[src/rtl/rf_pkg.sv]
// Shared definitions for the register-file port sequencer and the register file.
package rf_pkg;

    localparam int RF_WORD_SIZE = 32;
    localparam int RF_REG_COUNT = 32;

    // Architectural zero register: reads as 0, writes are dropped.
    localparam int REG_ZERO = 0;

    // Sequencer states: wait for work, read rs1, read rs2, present operands.
    typedef enum logic [1:0] {
        IDLE = 2'd0,
        RD1  = 2'd1,
        RD2  = 2'd2,
        RESP = 2'd3
    } rf_seq_state_t;

    // Register-index width for a given register count (at least one bit).
    function automatic int rf_aw(input int count);
        return (count > 1) ? $clog2(count) : 1;
    endfunction

    localparam int RF_AW = rf_aw(RF_REG_COUNT);

endpackage

[src/rtl/rf_seq.sv]
// Register-file port sequencer: arbitrates writebacks and operand fetches onto the
// single shared register-file port and returns captured operands via valid/ready.
module rf_seq
    import rf_pkg::*;
#(
    parameter  int WORD_SIZE = RF_WORD_SIZE,
    parameter  int REG_COUNT = RF_REG_COUNT,
    localparam int AW        = rf_aw(REG_COUNT)
) (
    input  logic                 clk,
    input  logic                 rst_n,
    // operand fetch request
    input  logic                 req_valid,
    output logic                 req_ready,
    input  logic [AW-1:0]        req_rs1,
    input  logic [AW-1:0]        req_rs2,
    input  logic                 req_two,
    // operand response
    output logic                 op_valid,
    input  logic                 op_ready,
    output logic [WORD_SIZE-1:0] op_rs1,
    output logic [WORD_SIZE-1:0] op_rs2,
    // writeback request
    input  logic                 wb_valid,
    output logic                 wb_ready,
    input  logic [AW-1:0]        wb_rd,
    input  logic [WORD_SIZE-1:0] wb_data,
    // register-file port
    output logic                 rf_we,
    output logic [AW-1:0]        rf_addr,
    output logic [WORD_SIZE-1:0] rf_wdata,
    input  logic [WORD_SIZE-1:0] rf_rdata
);

    rf_seq_state_t        state_q, state_d;
    logic [AW-1:0]        rs1_q, rs1_d;
    logic [AW-1:0]        rs2_q, rs2_d;
    logic                 two_q, two_d;
    logic [WORD_SIZE-1:0] op_rs1_q, op_rs1_d;
    logic [WORD_SIZE-1:0] op_rs2_q, op_rs2_d;

    logic                 req_ready_c;
    logic                 wb_ready_c;
    logic                 rf_we_c;
    logic [AW-1:0]        rf_addr_c;

    // x0 always reads as zero regardless of what the file returns.
    function automatic logic [WORD_SIZE-1:0] read_val(input logic [AW-1:0]        idx,
                                                       input logic [WORD_SIZE-1:0] data);
        return (idx == AW'(REG_ZERO)) ? '0 : data;
    endfunction

    // State, latched request and captured operands; reset drops any in-flight fetch.
    always_ff @(posedge clk or negedge rst_n) begin
        if (!rst_n) begin
            state_q  <= IDLE;
            rs1_q    <= '0;
            rs2_q    <= '0;
            two_q    <= 1'b0;
            op_rs1_q <= '0;
            op_rs2_q <= '0;
        end else begin
            state_q  <= state_d;
            rs1_q    <= rs1_d;
            rs2_q    <= rs2_d;
            two_q    <= two_d;
            op_rs1_q <= op_rs1_d;
            op_rs2_q <= op_rs2_d;
        end
    end

    // Next-state and port control; writeback wins over fetch in IDLE.
    always_comb begin
        state_d     = state_q;
        rs1_d       = rs1_q;
        rs2_d       = rs2_q;
        two_d       = two_q;
        op_rs1_d    = op_rs1_q;
        op_rs2_d    = op_rs2_q;
        req_ready_c = 1'b0;
        wb_ready_c  = 1'b0;
        rf_we_c     = 1'b0;
        rf_addr_c   = '0;

        unique case (state_q)
            IDLE: begin
                wb_ready_c  = 1'b1;
                req_ready_c = !wb_valid;
                if (wb_valid) begin
                    // A write to x0 is accepted but suppressed at the file.
                    rf_addr_c = wb_rd;
                    rf_we_c   = (wb_rd != AW'(REG_ZERO));
                end else if (req_valid) begin
                    rs1_d   = req_rs1;
                    rs2_d   = req_rs2;
                    two_d   = req_two;
                    state_d = RD1;
                end
            end
            RD1: begin
                rf_addr_c = rs1_q;
                op_rs1_d  = read_val(rs1_q, rf_rdata);
                if (two_q) begin
                    state_d = RD2;
                end else begin
                    op_rs2_d = '0;
                    state_d  = RESP;
                end
            end
            RD2: begin
                rf_addr_c = rs2_q;
                op_rs2_d  = read_val(rs2_q, rf_rdata);
                state_d   = RESP;
            end
            RESP: begin
                if (op_ready) begin
                    state_d = IDLE;
                end
            end
            default: begin
                state_d = IDLE;
            end
        endcase
    end

    // Handshake and port outputs are forced low while reset is asserted.
    assign req_ready = rst_n & req_ready_c;
    assign wb_ready  = rst_n & wb_ready_c;
    assign rf_we     = rst_n & rf_we_c;
    assign rf_addr   = rst_n ? rf_addr_c : '0;
    assign rf_wdata  = wb_data;

    assign op_valid  = (state_q == RESP);
    assign op_rs1    = op_rs1_q;
    assign op_rs2    = op_rs2_q;

endmodule

[config.mk]
export PLATFORM = sky130hd
export DESIGN_NAME = rf_seq
export DESIGN_NICKNAME = d
export VERILOG_FILES = /design/src/rtl/rf_pkg.sv /design/src/rtl/rf_seq.sv
export SDC_FILE = /design/constraint.sdc
export NUM_CORES = 1
export LEC_CHECK = 0
export CORE_ASPECT_RATIO = 1.1
export CORE_MARGIN = 8
export CORE_UTILIZATION = 42
export DETAILED_ROUTE_END_ITERATION = 6
export GPL_ROUTABILITY_DRIVEN = 0
export PLACE_DENSITY = 0.87
export SETUP_SLACK_MARGIN = 0.4
export SLEW_MARGIN = 20
export SYNTH_ARGS = -nofsm -noshare
export SYNTH_HDL_FRONTEND = slang
export SYNTH_SLANG_ARGS = --single-unit
[constraint.sdc]
create_clock -name clk -period 3 [get_ports clk]
set_input_delay 0.3 -clock clk [delete_from_list [all_inputs] [get_ports clk]]
set_output_delay 0.3 -clock clk [all_outputs]
set_load 0.03 [all_outputs]
== Word-level counts from Yosys, hierarchy flattened ==
Index checks and enable logic that the tools add are counted.
Operators by class
  multipliers: 0
  shift operators: 0
  mux-type cells: 16
  magnitude comparators: 0
  add/sub/neg operators: 0
  bitwise logic cells: 4
  divide/modulo/power cells: 0
  reduce and logical (&&, ||, !) cells: 9
  eq/ne operators: 7
Operators with widths (count)
  $mux 32: 3
  $pmux 32 s2: 1
  $pmux 5 s3: 1
  $logic_not 5->1: 2
  $mux 5: 2
  $pmux 2 s4: 1
  $mux 2: 3
  $ne 2x2->1 const B: 3
  $reduce_and 3->1: 2
  $mux 1: 5
  $reduce_bool 5->1: 1
  $eq 2x2->1 const B: 2
  $and 1x1->1: 3
  $eq 2x1->1 const B: 1
  $logic_not 2->1: 1
  $ne 2x1->1 const B: 1
  $reduce_and 2->1: 1
  $reduce_bool 2->1: 1
  $logic_not 1->1: 1
  $not 1->1: 1
Storage, ports and cells
  memories kept: 0
  register bits: 77
  memory bits (writable): 0
  input bits: 85
  bits in latches: 0
  bits in read-only memories: 0
  output and inout bits: 105

== Logic depth before layout (Yosys ltp) ==
Gate-level depths: netlist (run 1).
  depth after elaboration: 4
  gate-level depth with buffers: 7

== Worst setup path after synthesis (run 1) ==
No wires, ideal clock.
  kind: register to output
  start point: register state_q[0]
  end point: output req_ready
  path slack: 1123 ps
  stages on the path, launching flop included: 5
  arrival: 1577 ps
  required time: 2700 ps
  cell sequence: dfrtp_1 -> inv_1 -> ha_1 -> and2_1 -> nor2b_1
On the way
  longest elaborated chain between the ends: 3
RTL lines
  start, declared: RTL line rf_seq.sv:35  | rf_seq_state_t state_q, state_d;
  start signal, assigned: RTL line rf_seq.sv:63  | state_q <= state_d;
  $logic_not 2->1: RTL line rf_seq.sv:85  | unique case (state_q)
  $mux 1: RTL line rf_seq.sv:85
  $and 1x1->1: RTL line rf_seq.sv:127  | assign req_ready = rst_n & req_ready_c;
  end, declared: RTL line rf_seq.sv:14  | output logic req_ready,
No other way between the ends.

== Worst setup path after layout (run 1) ==
  start point: register state_q[1]
  end point: output rf_addr[4]
On the way
  longest elaborated chain between the ends: 3
  elaborated cells on any way between the ends: 5
RTL lines
  $eq 2x2->1 (tied with other cells): RTL line rf_seq.sv:85
  $pmux 5 s3 (*): RTL line rf_seq.sv:85
  $mux 5 (*): RTL line rf_seq.sv:130  | assign rf_addr = rst_n ? rf_addr_c : '0;
  end, declared: RTL line rf_seq.sv:30  | output logic [AW-1:0] rf_addr,
Mark *: on every way between the ends. The rest lies on a longest branch, timed or not.

==> results of run 1 <==
-- cells in the mapped netlist (2+ instances only) --
library cell and count:
clkbuf_1 9, dfrtp_1 77, a22o_1 32, a21oi_1 2
o2bb2ai_2 6, o2bb2ai_1 25, and2_1 2, inv_1 3
nor2_1 7, nand2b_1 5, a222oi_1 4, buf_4 32
buf_2 9, nand2_1 3, nand3_1 35, buf_6 2
ha_1 7, nor3_1 2, mux2_2 12
-- registers in the layout, indices dropped and copies added (netlist names) --
signal,flops
op_rs1,32
op_rs2,32
rs1_q,5
rs2_q,5
state_q,2
two_q,1
-- where the power goes --
group	switching, mW	internal (mW)	total [mW]
clock network	0.387	0.579	0.966
registers	0.303	1.49	1.79
logic	1.80	1.33	3.12
-- kinds of logic after synthesis --
group | count (synthesis) | synth area share (%)
adders and majority gates | 7 | 2.49
and+or+nand+nor | 58 | 8.86
muxes | 12 | 3.84
DFF | 77 | 54.8
buffers and inverters | 56 | 10.5
AOI/OAI and AO/OA | 75 | 19.5
-- routing by layer --
metal	vias to the layer above	GRT usage [%]	part of all wire, %
li1	1206	-	-
met2	111	28.7	50
met3	18	4.68	6.6
met1	1365	20.8	41
met4	0	7.15	1.6
met5	-	0	0
-- critical path, cell delays in order (launching register included) --
cell and delay (ps):
dfrtp_1 470, inv_1 120, ha_1 230, and2_1 210
a222oi_1 320, nor2_1 80, dlygate4sd2_1 360
-- final cells by class --
cell class	instances	area, um^2
Multi-Input combinational cell	152	1240
Tap cell	111	139
Clock inverter	5	106
Clock buffer	11	141
Timing Repair Buffer	132	1290
Fill cell	672	3420
Sequential cell	77	1930
Inverter	3	11.3
-- final timing paths --
| path | end | slack (ps) | depth (start not counted) | startpoint |
|---|---|---|---|---|
| worst max-delay path | rf_addr[4] | 580 | 6 | state_q[1] |
| worst min-delay path | op_rs2[22] | 350 | 2 | rst_n |
| worst max register to register | op_rs2[11] | 720 | 5 | state_q[1] |
| worst min register to register | op_rs2[15] | 500 | 1 | op_rs2[15] |
| max in group asynchronous | op_rs2[30] | 1590 | 3 | rst_n |
| min in group clk | op_rs2[15] | 500 | 1 | op_rs2[15] |
-- repair_timing --
| action | 4_1_cts | 5_1_grt |
|---|---|---|
| hold endpoints to repair | 11 | 0 |
| gates resized for setup | 1 | 2 |
| endpoints found under the setup margin | 1 | 2 |
| hold buffers | 1 | 0 |
-- metrics by stage --
| step | setup slack [ps] | power, mW | util [%] | std cells |
|---|---|---|---|---|
| after floorplan | 1120 | 3.79 | - | 285 |
| final | 577 | 5.88 | 58.7 | 491 |
| after detailed placement | 674 | 4.97 | 55.6 | 474 |
| after global placement | 706 | 4.86 | 55.6 | 474 |
| after global routing | 446 | 6.20 | 58.7 | 491 |
| after CTS | 520 | 5.94 | 58.7 | 491 |
==> out/metrics.csv, run 1 <==
metric,value,unit
status,"complete, no violations",
DR iter-0 viols,85,
Core Rows,35,
die footprint,0.0116,mm^2
Least-Margin Pin Slew,936,ps
Die Width,103,um
design area,0.00486,mm^2
main area contributors after synthesis,"dfrtp_1 (55%), a22o_1 (8.0%), buf_4 (6.8%), o2bb2ai_1 (6.2%), nand3_1 (5.0%)",
fin crit period,2420,ps
Layout area overhead,38.3,%
Ys Warns,0,
Required @ worst endpoint,2700,ps
period utilisation layout,80.8,%
worst-path maximum fanout,7,
WP data arrival,2120,ps
Pre-Repair DR Iteration Count,4,
number of distinct library cells after synthesis,30,
"EDFF count, synth",0,
RSZ-0062 raised after global routing,no,
clock transition at the registers of the reported paths,90,ps
CTS tree,done,
PD cells,1210,mW/mm^2
detailed placer's ending HPWL,7.30,mm
worst min path class,input pin to async pin,
crit path kind,flop to output pin,
I/O pin count,190,
TNS Setup,0,ps
All-Layer GR Usage,17.4,%
initial antenna violation count,0,
drt wl/cell,20.2,um
max-slew violations,0,
DR DRC count,0,
Longest Clk Path Bufs,2,
drt total wl,9.93,mm
Synth area leader,dfrtp_1,
DR vias/cell,5.50,
CTS root buffer,clkbuf_8,
MaxCap Viol Count,0,
final net count,467,
DIE HEIGHT,112,um
"commonest non-fill, non-tap cell in the layout",clkdlybuf4s50_1,
Synth top area share,54.8,%
Worst setup SP type,flop,
area of the core,0.00828,mm^2
number of global-route vias before repair,2966,
global route overflow,0,
DR vias,2700,
Slew HR,37.4,%
number of I/O port buffers,125,
diodes inserted,0,
Max VDD drop,0.000609,V
htree depth,3,
Critical Path Sink Type,output pin,
Mapped Avg Cell Area,12.3,um^2
Netlist Area Pre-Place,0.00352,mm^2
CTS Buf Count,9,
maximum number of pins on one net before global-route repair,67,
Hold Worst Slack,353,ps
"leading cell types in the layout, fill and taps excluded","clkdlybuf4s50_1 (118), dfrtp_1 (76), nand3_1 (35)",
# Post-CTS Setup Buffers,0,
Leak,2.06,nW
# clock sinks,77,
final hold vios,0,
clk_lat worst skew,340,ps
Post-synth top flop,dfrtp_1,
Yosys reg bits,77,
asr flop ratio synth,100,%
post-synthesis cell count,285,
first-pass GRT wire length,15.8,mm
share of post-route cells with drive strength above 1,12.9,%
"Setup violations, final",0,
Fmax achieved,0.413,GHz
skew final,10.8,ps
placed cell area,0.00460,mm^2
Starting Density,42.5,%
Mapped Nets,377,
sequential share of the synthesized area,54.8,%
DRT antenna net count,0,
Note: power is estimated with default switching activity, not from simulation.
==> run 2, diff against run 1 <==
CORE_UTILIZATION = 39   (was 42)
PLACE_DENSITY = 0.81   (was 0.87)
clock period = 2.3 ns   (was 3 ns; I/O delays follow)
==> out/metrics.csv, run 2 (synthesized netlist as in run 1, its figures left out) <==
metric,value,unit
clock group share of total power,13.4,%
Internal Power,4.42,mW
number of I/O port buffers,125,
clock transition at the registers of the reported paths,80,ps
CTS tree,done,
DP Worst Slack,307,ps
DRT antenna net count,0,
worst-path maximum fanout,5,
fin crit period,2020,ps
design area,0.00502,mm^2
WP data arrival,1790,ps
DR vias,2810,
"leading cell types in the layout, fill and taps excluded","clkdlybuf4s50_1 (115), dfrtp_1 (76), nand3_1 (35)",
drt wl/cell,20.4,um
CTS root buffer,clkbuf_8,
CTS Buf Count,9,
Required @ worst endpoint,2070,ps
CP max stage delay,460,ps
final hold vios,0,
DR iter-0 viols,93,
Worst setup SP type,flop,
Leak,2.10,nW
drt total wl,10.4,mm
Max VDD drop,0.000580,V
number of global-route vias before repair,2951,
TNS Setup,0,ps
"commonest non-fill, non-tap cell in the layout",clkdlybuf4s50_1,
Reg power frac,30.1,%
Die Width,107,um
Fmax achieved,0.495,GHz
htree depth,3,
I/O pin count,190,
# fillers,755,
worst min path class,input pin to async pin,
slowest CP cell,dfrtp_2,
initial antenna violation count,0,
first-pass GRT wire length,16.3,mm
Slew HR,34.0,%
switching pwr,3.38,mW
status,"complete, no violations",
# clock sinks,77,
global route overflow,0,
Layout area overhead,42.9,%
crit path kind,flop to output pin,
DIE HEIGHT,116,um
Critical Path Sink Type,output pin,
PD cells,1550,mW/mm^2
"Setup violations, final",0,
Sw Share,43.4,%
combinational cell fraction of total power,56.5,%
Pre-Repair DR Iteration Count,5,
diodes inserted,0,
crit-path cells,"inv_4, ha_4, and2_4, a222oi_1, nor2_1, buf_4",
"Buf+Inv Stages, Crit Path",2,
detailed placer's ending HPWL,7.26,mm
Finished Core Util,56.9,%
Tot Pwr,7.81,mW
Multi-input gate area,0.00130,mm^2
share of post-route cells with drive strength above 1,20.7,%
area of the core,0.00883,mm^2
skew final,15.5,ps
All-Layer GR Usage,16.7,%
maximum number of pins on one net before global-route repair,53,
clk_lat worst skew,350,ps
"non-filler cells, final",511,
MaxCap Viol Count,0,
setup ws final,278,ps
period utilisation layout,87.9,%
max-slew violations,0,
DR vias/cell,5.50,
reg2reg start,state_q[1],
Hold Worst Slack,50.6,ps
die footprint,0.0123,mm^2
Least-Margin Pin Slew,987,ps
Reg area,0.00193,mm^2
DR DRC count,0,
placed cell area,0.00461,mm^2
Core Rows,36,
Starting Density,39.8,%
RSZ-0062 raised after global routing,yes,
Cell Count Post-Placement,480,
R2R depth,6,
final net count,484,
r2r setup slk,400,ps
Longest Clk Path Bufs,2,
Worst path top cell family by delay,flip-flops,
R2R Path End,rs2_q[4],
## run 2: changes by cell type in the layout (fill, tap and decap cells not counted), sizes merged
cell,delta
dlygate4sd3,+1
buf,+19
dlymetal6s2s,-1
clkdlybuf4s50,-3
clkdlybuf4s15,+1
clkbuf,-1
clkinvlp,+3
bufinv,-2
## run 2: worst max-delay path by stage
stage | from | end | slack (ps) | depth (start not counted)
2_1_floorplan | state_q[0] | req_ready | 490 | 4
6_report | state_q[1] | rf_addr[1] | 280 | 6
3_3_place_gp | wb_valid | rf_we | 350 | 4
4_1_cts | state_q[1] | rf_addr[2] | 310 | 6
3_5_place_dp | state_q[1] | op_rs1[23] | 310 | 7
5_1_grt | state_q[1] | rf_addr[1] | 190 | 6
## run 2: power groups by stage
| stage | Combinational, mW | Sequential, mW | Clock (mW) |
|---|---|---|---|
| after CTS | 4.28 | 2.34 | 1.07 |
| after detailed placement | 4.10 | 2.36 | 0 |
| after global placement | 4.02 | 2.34 | 0 |
| final | 4.41 | 2.35 | 1.05 |
| after floorplan | 1.78 | 3.17 | 0 |
| after global routing | 4.70 | 2.42 | 1.12 |
## run 2: layout make-up
| cell class | count | share of cell area, % |
|---|---|---|
| clock inverter | 6 | 1.39 |
| tap | 114 | 2.84 |
| timing repair buffer | 149 | 28.6 |
| sequential | 77 | 38.4 |
| clock buffer | 10 | 2.54 |
| inverter | 3 | 0.349 |
| multi-input combinational | 152 | 25.9 |
## run 2: routing by layer
metal | global-route usage, % | wire length [um] | up-vias
met1 | 19.0 | 4110 | 1414
met2 | 28.0 | 5290 | 123
met5 | 0 | 0 | -
met3 | 5.78 | 758 | 24
met4 | 6.85 | 243 | 0
li1 | - | - | 1249
## run 2: timing repair
action | CTS | global route
endpoints found under the setup margin | 57 | 28
setup buffers | 5 | 8
hold buffers | 2 | 0
hold endpoints to repair | 25 | 0
pin swaps | 5 | 7
gates resized for setup | 22 | 12
